$ cat config.mk
export PLATFORM = sky130hd
export DESIGN_NAME = anvil_shared_tlb
export DESIGN_NICKNAME = d
export VERILOG_FILES = /design/src/rtl/anvil_shared_tlb.sv
export SDC_FILE = /design/constraint.sdc
export NUM_CORES = 2
export LEC_CHECK = 0
export CELL_PAD_IN_SITES_DETAIL_PLACEMENT = 1
export CELL_PAD_IN_SITES_GLOBAL_PLACEMENT = 1
export CORE_ASPECT_RATIO = 0.9
export CORE_MARGIN = 1.5
export CORE_UTILIZATION = 45
export DETAILED_ROUTE_END_ITERATION = 12
export PLACE_DENSITY = 0.79
export SETUP_SLACK_MARGIN = 0.5
export SLEW_MARGIN = 40
export SYNTH_ARGS = -nofsm -noshare
export SYNTH_HDL_FRONTEND = slang
export SYNTH_SLANG_ARGS = --single-unit
$ cat constraint.sdc
create_clock -name clk_i -period 4.8 [get_ports clk_i]
set_input_delay 1.2 -clock clk_i [delete_from_list [all_inputs] [get_ports clk_i]]
set_output_delay 1.2 -clock clk_i [all_outputs]
set_load 0.1 [all_outputs]
$ cat src/rtl/anvil_shared_tlb.sv
// Shared second-level TLB behind the L1 I/D TLBs, with a fully-associative entry array and a page-table-walker handoff.
// A request sampled in IDLE gives a hit update or a walker access two cycles later; a losing simultaneous request is dropped.
module anvil_shared_tlb #(
  parameter int DEPTH = 8
) (
  input  logic          clk_i,
  input  logic          rst_ni,
  input  logic          flush_i,
  input  logic          enable_translation_i,
  input  logic          en_ld_st_translation_i,
  input  logic [15:0]   asid_i,
  input  logic          itlb_access_i,
  input  logic          itlb_hit_i,
  input  logic [63:0]   itlb_vaddr_i,
  input  logic          dtlb_access_i,
  input  logic          dtlb_hit_i,
  input  logic [63:0]   dtlb_vaddr_i,
  output logic [109:0]  itlb_update_o,
  output logic [109:0]  dtlb_update_o,
  output logic          shared_tlb_access_o,
  output logic          shared_tlb_hit_o,
  output logic          itlb_req_o,
  output logic [63:0]   shared_tlb_vaddr_o,
  output logic          shared_tlb_miss_o,
  input  logic [109:0]  ptw_update_i,
  input  logic          ptw_error_i,
  input  logic          ptw_access_exception_i
);

  localparam int IDX_W = (DEPTH > 1) ? $clog2(DEPTH) : 1;

  typedef struct packed {
    logic        valid;
    logic [1:0]  is_page;
    logic [26:0] vpn;
    logic [15:0] asid;
    logic [63:0] pte;
  } tlb_entry_t;

  typedef enum logic [1:0] {IDLE, LOOKUP, WAIT_PTW} state_t;

  state_t             state_q, state_d;
  tlb_entry_t         entries_q [DEPTH];
  logic [IDX_W-1:0]   rr_ptr_q;
  logic [63:0]        lat_vaddr_q;
  logic               lat_is_i_q;
  logic [15:0]        lat_asid_q;
  tlb_entry_t         itlb_upd_q, dtlb_upd_q;

  logic               d_req, i_req;
  logic               start_req, lookup_hit, lookup_miss, ptw_fill;
  logic               hit_found, inv_found;
  logic [IDX_W-1:0]   hit_idx, victim_idx;
  tlb_entry_t         ptw_entry;

  assign d_req     = dtlb_access_i & ~dtlb_hit_i & en_ld_st_translation_i;
  assign i_req     = itlb_access_i & ~itlb_hit_i & enable_translation_i;
  assign ptw_entry = ptw_update_i;

  assign itlb_update_o = itlb_upd_q;
  assign dtlb_update_o = dtlb_upd_q;

  // Superpage entries compare only the upper VPN levels; is_page 11 is reserved and never matches.
  function automatic logic entry_hit(input tlb_entry_t e, input logic [26:0] vpn,
                                     input logic [15:0] asid);
    logic asid_ok;
    logic vpn_ok;
    asid_ok = (e.asid == asid) || e.pte[5];
    case (e.is_page)
      2'b00:   vpn_ok = (e.vpn == vpn);
      2'b01:   vpn_ok = (e.vpn[26:9] == vpn[26:9]);
      2'b10:   vpn_ok = (e.vpn[26:18] == vpn[26:18]);
      default: vpn_ok = 1'b0;
    endcase
    return e.valid && asid_ok && vpn_ok;
  endfunction

  always_comb begin
    hit_found  = 1'b0;
    hit_idx    = '0;
    inv_found  = 1'b0;
    victim_idx = rr_ptr_q;
    for (int i = 0; i < DEPTH; i++) begin
      if (!hit_found && entry_hit(entries_q[i], lat_vaddr_q[38:12], lat_asid_q)) begin
        hit_found = 1'b1;
        hit_idx   = IDX_W'(i);
      end
      if (!inv_found && !entries_q[i].valid) begin
        inv_found  = 1'b1;
        victim_idx = IDX_W'(i);
      end
    end
  end

  always_ff @(posedge clk_i or negedge rst_ni) begin
    if (!rst_ni) state_q <= IDLE;
    else         state_q <= state_d;
  end

  always_comb begin
    state_d     = state_q;
    start_req   = 1'b0;
    lookup_hit  = 1'b0;
    lookup_miss = 1'b0;
    ptw_fill    = 1'b0;
    case (state_q)
      IDLE: begin
        if (d_req || i_req) begin
          start_req = 1'b1;
          state_d   = LOOKUP;
        end
      end
      LOOKUP: begin
        if (hit_found) begin
          lookup_hit = 1'b1;
          state_d    = IDLE;
        end else begin
          lookup_miss = 1'b1;
          state_d     = WAIT_PTW;
        end
      end
      WAIT_PTW: begin
        if (ptw_error_i || ptw_access_exception_i) begin
          state_d = IDLE;
        end else if (ptw_entry.valid) begin
          ptw_fill = 1'b1;
          state_d  = IDLE;
        end
      end
      default: state_d = IDLE;
    endcase
    if (flush_i) begin
      state_d     = IDLE;
      start_req   = 1'b0;
      lookup_hit  = 1'b0;
      lookup_miss = 1'b0;
      ptw_fill    = 1'b0;
    end
  end

  always_ff @(posedge clk_i or negedge rst_ni) begin
    if (!rst_ni) begin
      for (int i = 0; i < DEPTH; i++) entries_q[i] <= '0;
      rr_ptr_q            <= '0;
      lat_vaddr_q         <= '0;
      lat_is_i_q          <= 1'b0;
      lat_asid_q          <= '0;
      itlb_upd_q          <= '0;
      dtlb_upd_q          <= '0;
      shared_tlb_access_o <= 1'b0;
      shared_tlb_hit_o    <= 1'b0;
      shared_tlb_miss_o   <= 1'b0;
      shared_tlb_vaddr_o  <= '0;
      itlb_req_o          <= 1'b0;
    end else begin
      itlb_upd_q          <= '0;
      dtlb_upd_q          <= '0;
      shared_tlb_access_o <= 1'b0;
      shared_tlb_hit_o    <= 1'b0;
      shared_tlb_miss_o   <= 1'b0;
      if (flush_i) begin
        for (int i = 0; i < DEPTH; i++) entries_q[i].valid <= 1'b0;
        rr_ptr_q           <= '0;
        shared_tlb_vaddr_o <= '0;
        itlb_req_o         <= 1'b0;
      end else begin
        if (start_req) begin
          lat_vaddr_q <= d_req ? dtlb_vaddr_i : itlb_vaddr_i;
          lat_is_i_q  <= ~d_req;
          lat_asid_q  <= asid_i;
        end
        // Walker-facing address stays up from the lookup result until the FSM is idle again.
        if (state_q == LOOKUP) begin
          shared_tlb_vaddr_o <= lat_vaddr_q;
          itlb_req_o         <= lat_is_i_q;
        end else if (state_q == IDLE) begin
          shared_tlb_vaddr_o <= '0;
          itlb_req_o         <= 1'b0;
        end
        if (lookup_hit) begin
          shared_tlb_access_o <= 1'b1;
          shared_tlb_hit_o    <= 1'b1;
          if (lat_is_i_q) itlb_upd_q <= entries_q[hit_idx];
          else            dtlb_upd_q <= entries_q[hit_idx];
        end
        if (lookup_miss) begin
          shared_tlb_access_o <= 1'b1;
          shared_tlb_miss_o   <= 1'b1;
        end
        if (ptw_fill) begin
          entries_q[victim_idx] <= ptw_entry;
          if (!inv_found) rr_ptr_q <= rr_ptr_q + IDX_W'(1);
          if (lat_is_i_q) itlb_upd_q <= ptw_entry;
          else            dtlb_upd_q <= ptw_entry;
        end
      end
    end
  end

endmodule

; ---- Word-level counts from Yosys, hierarchy flattened
; Index checks and enable logic that the tools add are counted.
[totals]
out_inout_bits = 288
wordCells = 302
inputBits = 265
register_bits = 1254
[classes]
add_sub_neg = 1
eq_ne = 53
reduce_logical = 76
muxes = 99
magnitude_cmp = 3
bitwise_logic = 10
[ops]
columns = cell, n
row1 = $mux W110, 13
row2 = $bwmux W880, 1
row3 = $mux W880, 1
row4 = $bmux W110 S3, 1
row5 = $demux W110 S3, 1
row6 = $mux W64, 4
row7 = $eq A27 B27 Y1, 8
row8 = $eq A18 B18 Y1, 8
row9 = $eq A16 B16 Y1, 8
row10 = $eq A9 B9 Y1, 8
row11 = $mux W3, 17
row12 = $mux W1, 47
row13 = $logic_and A1 B1 Y1, 31
row14 = $pmux W1 S3, 8
row15 = $logic_not A1 Y1, 20
row16 = $eq A2 B1 Y1 const B, 9
row17 = $eq A2 B2 Y1 const B, 9
row18 = $logic_not A2 Y1, 9
row19 = $logic_or A1 B1 Y1, 10
row20 = $mux W2, 5
row21 = $ge A4 B4 Y1 const B, 2
row22 = $not A3 Y4, 2
row23 = $reduce_and A2 Y1, 4
row24 = $pmux W2 S3, 1
row25 = 9 further kinds, 15

; ---- Depth between registers and ports, before layout
[depth]
ltp_word = 35
mapped_depth = 14
ltp_nobuf = 10

; ---- Worst setup path before layout
; No wires, ideal clock.
[synth_path]
kind = input port to flip-flop
from = input ptw_access_exception_i
to = register entries_q[446] in the netlist's numbering
path_slack_ps = 1556
n_path_buf = 2
setup_ps = 125
t_required_ps = 4675
cell_stages = 7
arrival_ps = 3120
path_cell_list = nor3_1 > nand3_1 > nor3b_1 > and2_1 > clkbuf_1 > clkbuf_1 > mux2_2
[synth_between]
elab_chain_cells = 5
[synth_rtl]
columns = item, line_no
row1 = start: declaration, 27  ; input logic ptw_access_exception_i
row2 = $logic_or A1 B1 Y1, 123  ; if (ptw_error_i || ptw_access_exception_i) begin
row3 = $mux W1, 123
row4 = $mux W1, 106  ; case (state_q)
row5 = $mux W1, 132  ; if (flush_i) begin
row6 = $reduce_and A2 Y1 (no source line), n/a
row7 = end signal: indexed assignment, 191  ; entries_q[victim_idx] <= ptw_entry;
row8 = end: declaration, 43  ; tlb_entry_t entries_q [DEPTH];
; Every way passes these cells.
; A chain may end at the register's enable or synchronous reset.

; ---- Final worst setup path
[layout_path]
from = register lat_vaddr_q[22]
to = register itlb_upd_q, in the netlist itlb_update_o[43]
[layout_between]
elab_chain_cells = 34
elab_cells_between_ends = 73
cone_classes = 16 x eq/ne / 34 x mux / 1 x bitwise / 22 x reduce/logical
[layout_rtl]
columns = item, line_no
row1 = start: declaration, 45  ; logic [63:0] lat_vaddr_q;
row2 = start signal: assignment, 168  ; lat_vaddr_q <= d_req ? dtlb_vaddr_i : itlb_vaddr_i;
row3 = $eq A27 B27 Y1 or $eq A18 B18 Y1 (tied branches), "70, 71"
row4 = $pmux W1 S3, 69  ; case (e.is_page)
row5 = $logic_and A1 B1 Y1, 75  ; return e.valid && asid_ok && vpn_ok;
row6 = $mux W1, 84  ; if (!hit_found && entry_hit(entries_q[i], lat_vaddr_q[38:12], lat_asid_q)) begin
row7 = $logic_not A1 Y1, 84
row8 = $logic_and A1 B1 Y1, 84
row9 = $mux W1, 84
row10 = $logic_not A1 Y1, 84
row11 = [... 17 more ...], n/a
row12 = $not A3 Y4 (implied by the code), 183  ; if (lat_is_i_q) itlb_upd_q <= entries_q[hit_idx];
row13 = $bmux W110 S3, 183
row14 = $mux W110 (implied by the code) (2 in series), 183
row15 = $mux W110, 183
row16 = $mux W110 (*), 180  ; if (lookup_hit) begin
row17 = $mux W110, 193  ; if (lat_is_i_q) itlb_upd_q <= ptw_entry;
row18 = $mux W110 (*), 190  ; if (ptw_fill) begin
row19 = $mux W110 (*), 161  ; if (flush_i) begin
row20 = end signal: assignment, 183
row21 = end signal: assignment, 193
row22 = end: declaration, 48  ; tlb_entry_t itlb_upd_q, dtlb_upd_q;
; Mark *: on every way between the ends. The rest lies on a longest branch, timed or not. The select of a mux whose other input is x is not followed.

==> results.sh <==
export IMPL_stdcell_area_sq_um=69700
export IMPL_initial_utilization_pct=45.3
export IMPL_dieWidth_um=383
export IMPL_synth_edf_count=0
export IMPL_routed_wl_um=193000
export IMPL_drt_wirelength_per_cell_um=27.8
export IMPL_finalSetupViolations=0
export IMPL_total_power_w=0.0248
export IMPL_antenna_left=0
export IMPL_drtIter0Drc=2961
export IMPL_areaGrowthSynthToFinish_pct=19.3
export IMPL_clkSinkCount=1254
export IMPL_maxCapViolCount=0
export IMPL_vias_per_cell=5.86
export IMPL_grt_use_total_pct=29.2
export IMPL_p_leak_nw=32.7
export IMPL_arrival_ns=4.91
export IMPL_ys_seq_area_share_pct=53.7
export IMPL_io_pins=553
export IMPL_rows=125
export IMPL_cts_htree_levels=4
export IMPL_fp_dieH_um=345
export IMPL_synth_xor_area_share_pct=5.22
export IMPL_fmaxAchievable_ghz=0.237
export IMPL_grt_pass1_vias=43800
export IMPL_rr_endpoint="itlb_update_o[43]"
export IMPL_r2r_start="lat_vaddr_q[22]"
export IMPL_period_needed_ns=4.22
export IMPL_rsz0062_at_grt="true"
export IMPL_syn_inst=4672
export IMPL_grt_max_degree=129
export IMPL_r2r_setup_slack_ns=0.58
export IMPL_muxShareOfSynthArea_pct=25.7
export IMPL_setup_slack_ns=0.577
export IMPL_synthArstFlopShare_pct=100
export IMPL_ys_seq_elements=1254
export IMPL_die_area_sq_um=132000
export IMPL_maxSlewViolCount=0
export IMPL_synth_distinct_cells=66
export IMPL_fin_nets=5361
export IMPL_synthAdderAreaFrac_pct=0.0214
export IMPL_yosys_top_cells_count="dfrtp_1, mux2_2, mux2i_1"
export IMPL_start_kind="flop"
export IMPL_path_class="reg2reg"
export IMPL_clk_root_buffer_cell="clkbuf_16"
export IMPL_drc=0
export IMPL_vias=40600
export IMPL_worstPathRequired_ns=5.48
export IMPL_worst_slew_pin_slew_ns=0.757
export IMPL_post_route_period_util_pct=88.0
export IMPL_pre_cts_ws_ns=0.320
export IMPL_hold_path_class="in2async"
export IMPL_synth_area_leaders="dfrtp_1, mux2_2, mux2i_1, xor2_1, a22oi_1"
export IMPL_grt_pass1_wl_um=290000
export IMPL_n_fill_cell=12900
export IMPL_worstPathMaxFanout=33
export IMPL_rr_worst_depth=14
export IMPL_core_area_sq_um=129000
export IMPL_holdWs_ns=0.282
export IMPL_numCtsBuffers=138
export IMPL_skew_ns=0.0278
export IMPL_syn_avg_cell_area_sq_um=12.5
export IMPL_ctsLongestPathBuffers=3
export IMPL_multi_input_area_sq_um=25200
export IMPL_clk_pin_slew_ns=0.06
export IMPL_hpwl_um=125000
export IMPL_end_kind="flop"
export IMPL_synth_fp_nets=4938
export IMPL_syn_area_sq_um=58400
export IMPL_p_per_area_nw_per_um2=355
export IMPL_tns_ns=0
export IMPL_status="completed"
export IMPL_placed_area_sq_um=64800
export IMPL_crit_path_start="lat_vaddr_q[22]"
export IMPL_final_seq_area_sq_um=31400
export IMPL_grt_ovfl_total=0
export IMPL_ys_warnings_count=0
export IMPL_hold_violations=0
export IMPL_place_congestion=0.928
export IMPL_synth_most_common_cell="dfrtp_1"
export IMPL_synth_compound_area_share_pct=7.19
export IMPL_cts_tree="yes"
export IMPL_grt_antenna_before_repair=14
export IMPL_ir_drop_mv=0.251
export IMPL_firstDrtPassIters=5
export IMPL_insertion_delay_ns=0.78
export IMPL_slew_headroom_pct=49.1
export IMPL_synth_area_leader_cell="dfrtp_1"
export IMPL_portBuffers=552
export IMPL_synth_top_area_share_pct=53.7
export IMPL_synth_top_family_by_area="multiplexers"
export IMPL_yosys_area_share_simple_pct=4.64
export IMPL_synth_ff_type="dfrtp_1"
export IMPL_drive_gt1_share_pct=30.7
## critical path: stages (launching register included)
cell	delay, ns
dfrtp_1	0.50
buf_4	0.22
xnor2_1	0.19
a21boi_1	0.19
or4_1	0.55
or4b_4	0.61
o21bai_2	0.22
o2bb2ai_4	0.15
buf_12	0.14
buf_12	0.22
buf_16	0.28
mux2i_1	0.13
a22oi_1	0.30
nand2_1	0.11
o21ai_0	0.22
## logic make-up after synthesis
group           Yosys count
mux                    1389
flops                  1254
compound gates          633
simple gates            606
buf+inv                 441
xor+xnor                348
fa+ha+maj                 1
## registers in the layout (all words and copies together) (netlist names)
| signal | flops |
|---|---|
| lat_vaddr_q | 64 |
| shared_tlb_hit_o | 1 |
| shared_tlb_access_o | 1 |
| itlb_update_o | 110 |
| lat_asid_q | 16 |
| entries_q | 880 |
| itlb_req_o | 1 |
| shared_tlb_miss_o | 1 |
| state_q | 2 |
| shared_tlb_vaddr_o | 64 |
| rr_ptr_q | 3 |
| dtlb_update_o | 110 |
| lat_is_i_q | 1 |
## metal layers
layer	part of all wire [%]	vias to the layer above	track usage [%]
met4	2.5	4	9.14
met5	0.014	-	0
met3	5.4	274	4.72
li1	-	17500	-
met2	48	1131	47.3
met1	44	21700	40.2
## cell type report
type                            count  area share [%]
Sequential cell                  1254            45.0
Multi-Input combinational cell   2977            36.1
Timing Repair Buffer              712            8.97
Clock buffer                      207            5.91
Tap cell                         1714            3.08
Clock inverter                     41           0.772
Inverter                           12          0.0646
Antenna cell                       10          0.0359
## worst max-delay path by stage
stage / endpoint / cells after the start
after floorplan: entries_q[446] / 7
after global placement: itlb_update_o[1] / 11
after detailed placement: itlb_update_o[73] / 12
after CTS: itlb_update_o[43] / 12
after global routing: itlb_update_o[43] / 14
final: itlb_update_o[43] / 14
## stage by stage
stage	utilization, %	instances
6_report	54.1	6927
5_1_grt	54.1	6925
4_1_cts	53.9	6910
3_5_place_dp	50.3	6661
3_3_place_gp	51.4	6659
2_1_floorplan	-	4672
## placed cells by master (no fill, tap or decap), drive strengths merged, types with 4 or more instances in the layout
cell	netlist	routed
nand2b	4	4
dfrtp	1254	1254
nand3b	4	4
a21oi	69	69
mux2i	501	501
and2	5	5
nor2	88	88
nor3	15	15
a41o	6	6
diode	0	10
o211ai	4	4
nand4	44	44
xnor2	120	120
and4	4	4
a22oi	219	219
nand3	6	6
clkdlybuf4s50	0	263
o21ai	230	230
clkbuf	195	209
a41oi	5	5
bufinv	0	8
buf	234	447
mux2	888	888
clkinv	0	21
nor4	58	58
nor2b	8	8
nand2	354	354
a311o	4	4
xor2	228	228
a22o	65	65
a2111oi	4	4
inv	12	22
## what timing repair did
item | 4_1_cts | 5_1_grt
hold buffers | 0 | 0
endpoints found under the setup margin | 148 | 199
gates cloned | 0 | 2
setup buffers | 1 | 4
gates resized for setup | 1 | 11
pin swaps | 0 | 2
## where the power goes
group | internal, W | switching, W
Clock | 0.00640 | 0.00454
Combinational | 0.000982 | 0.00156
Sequential | 0.0108 | 0.000451
Total | 0.0182 | 0.00655
Note: power is estimated with default switching activity, not from simulation.
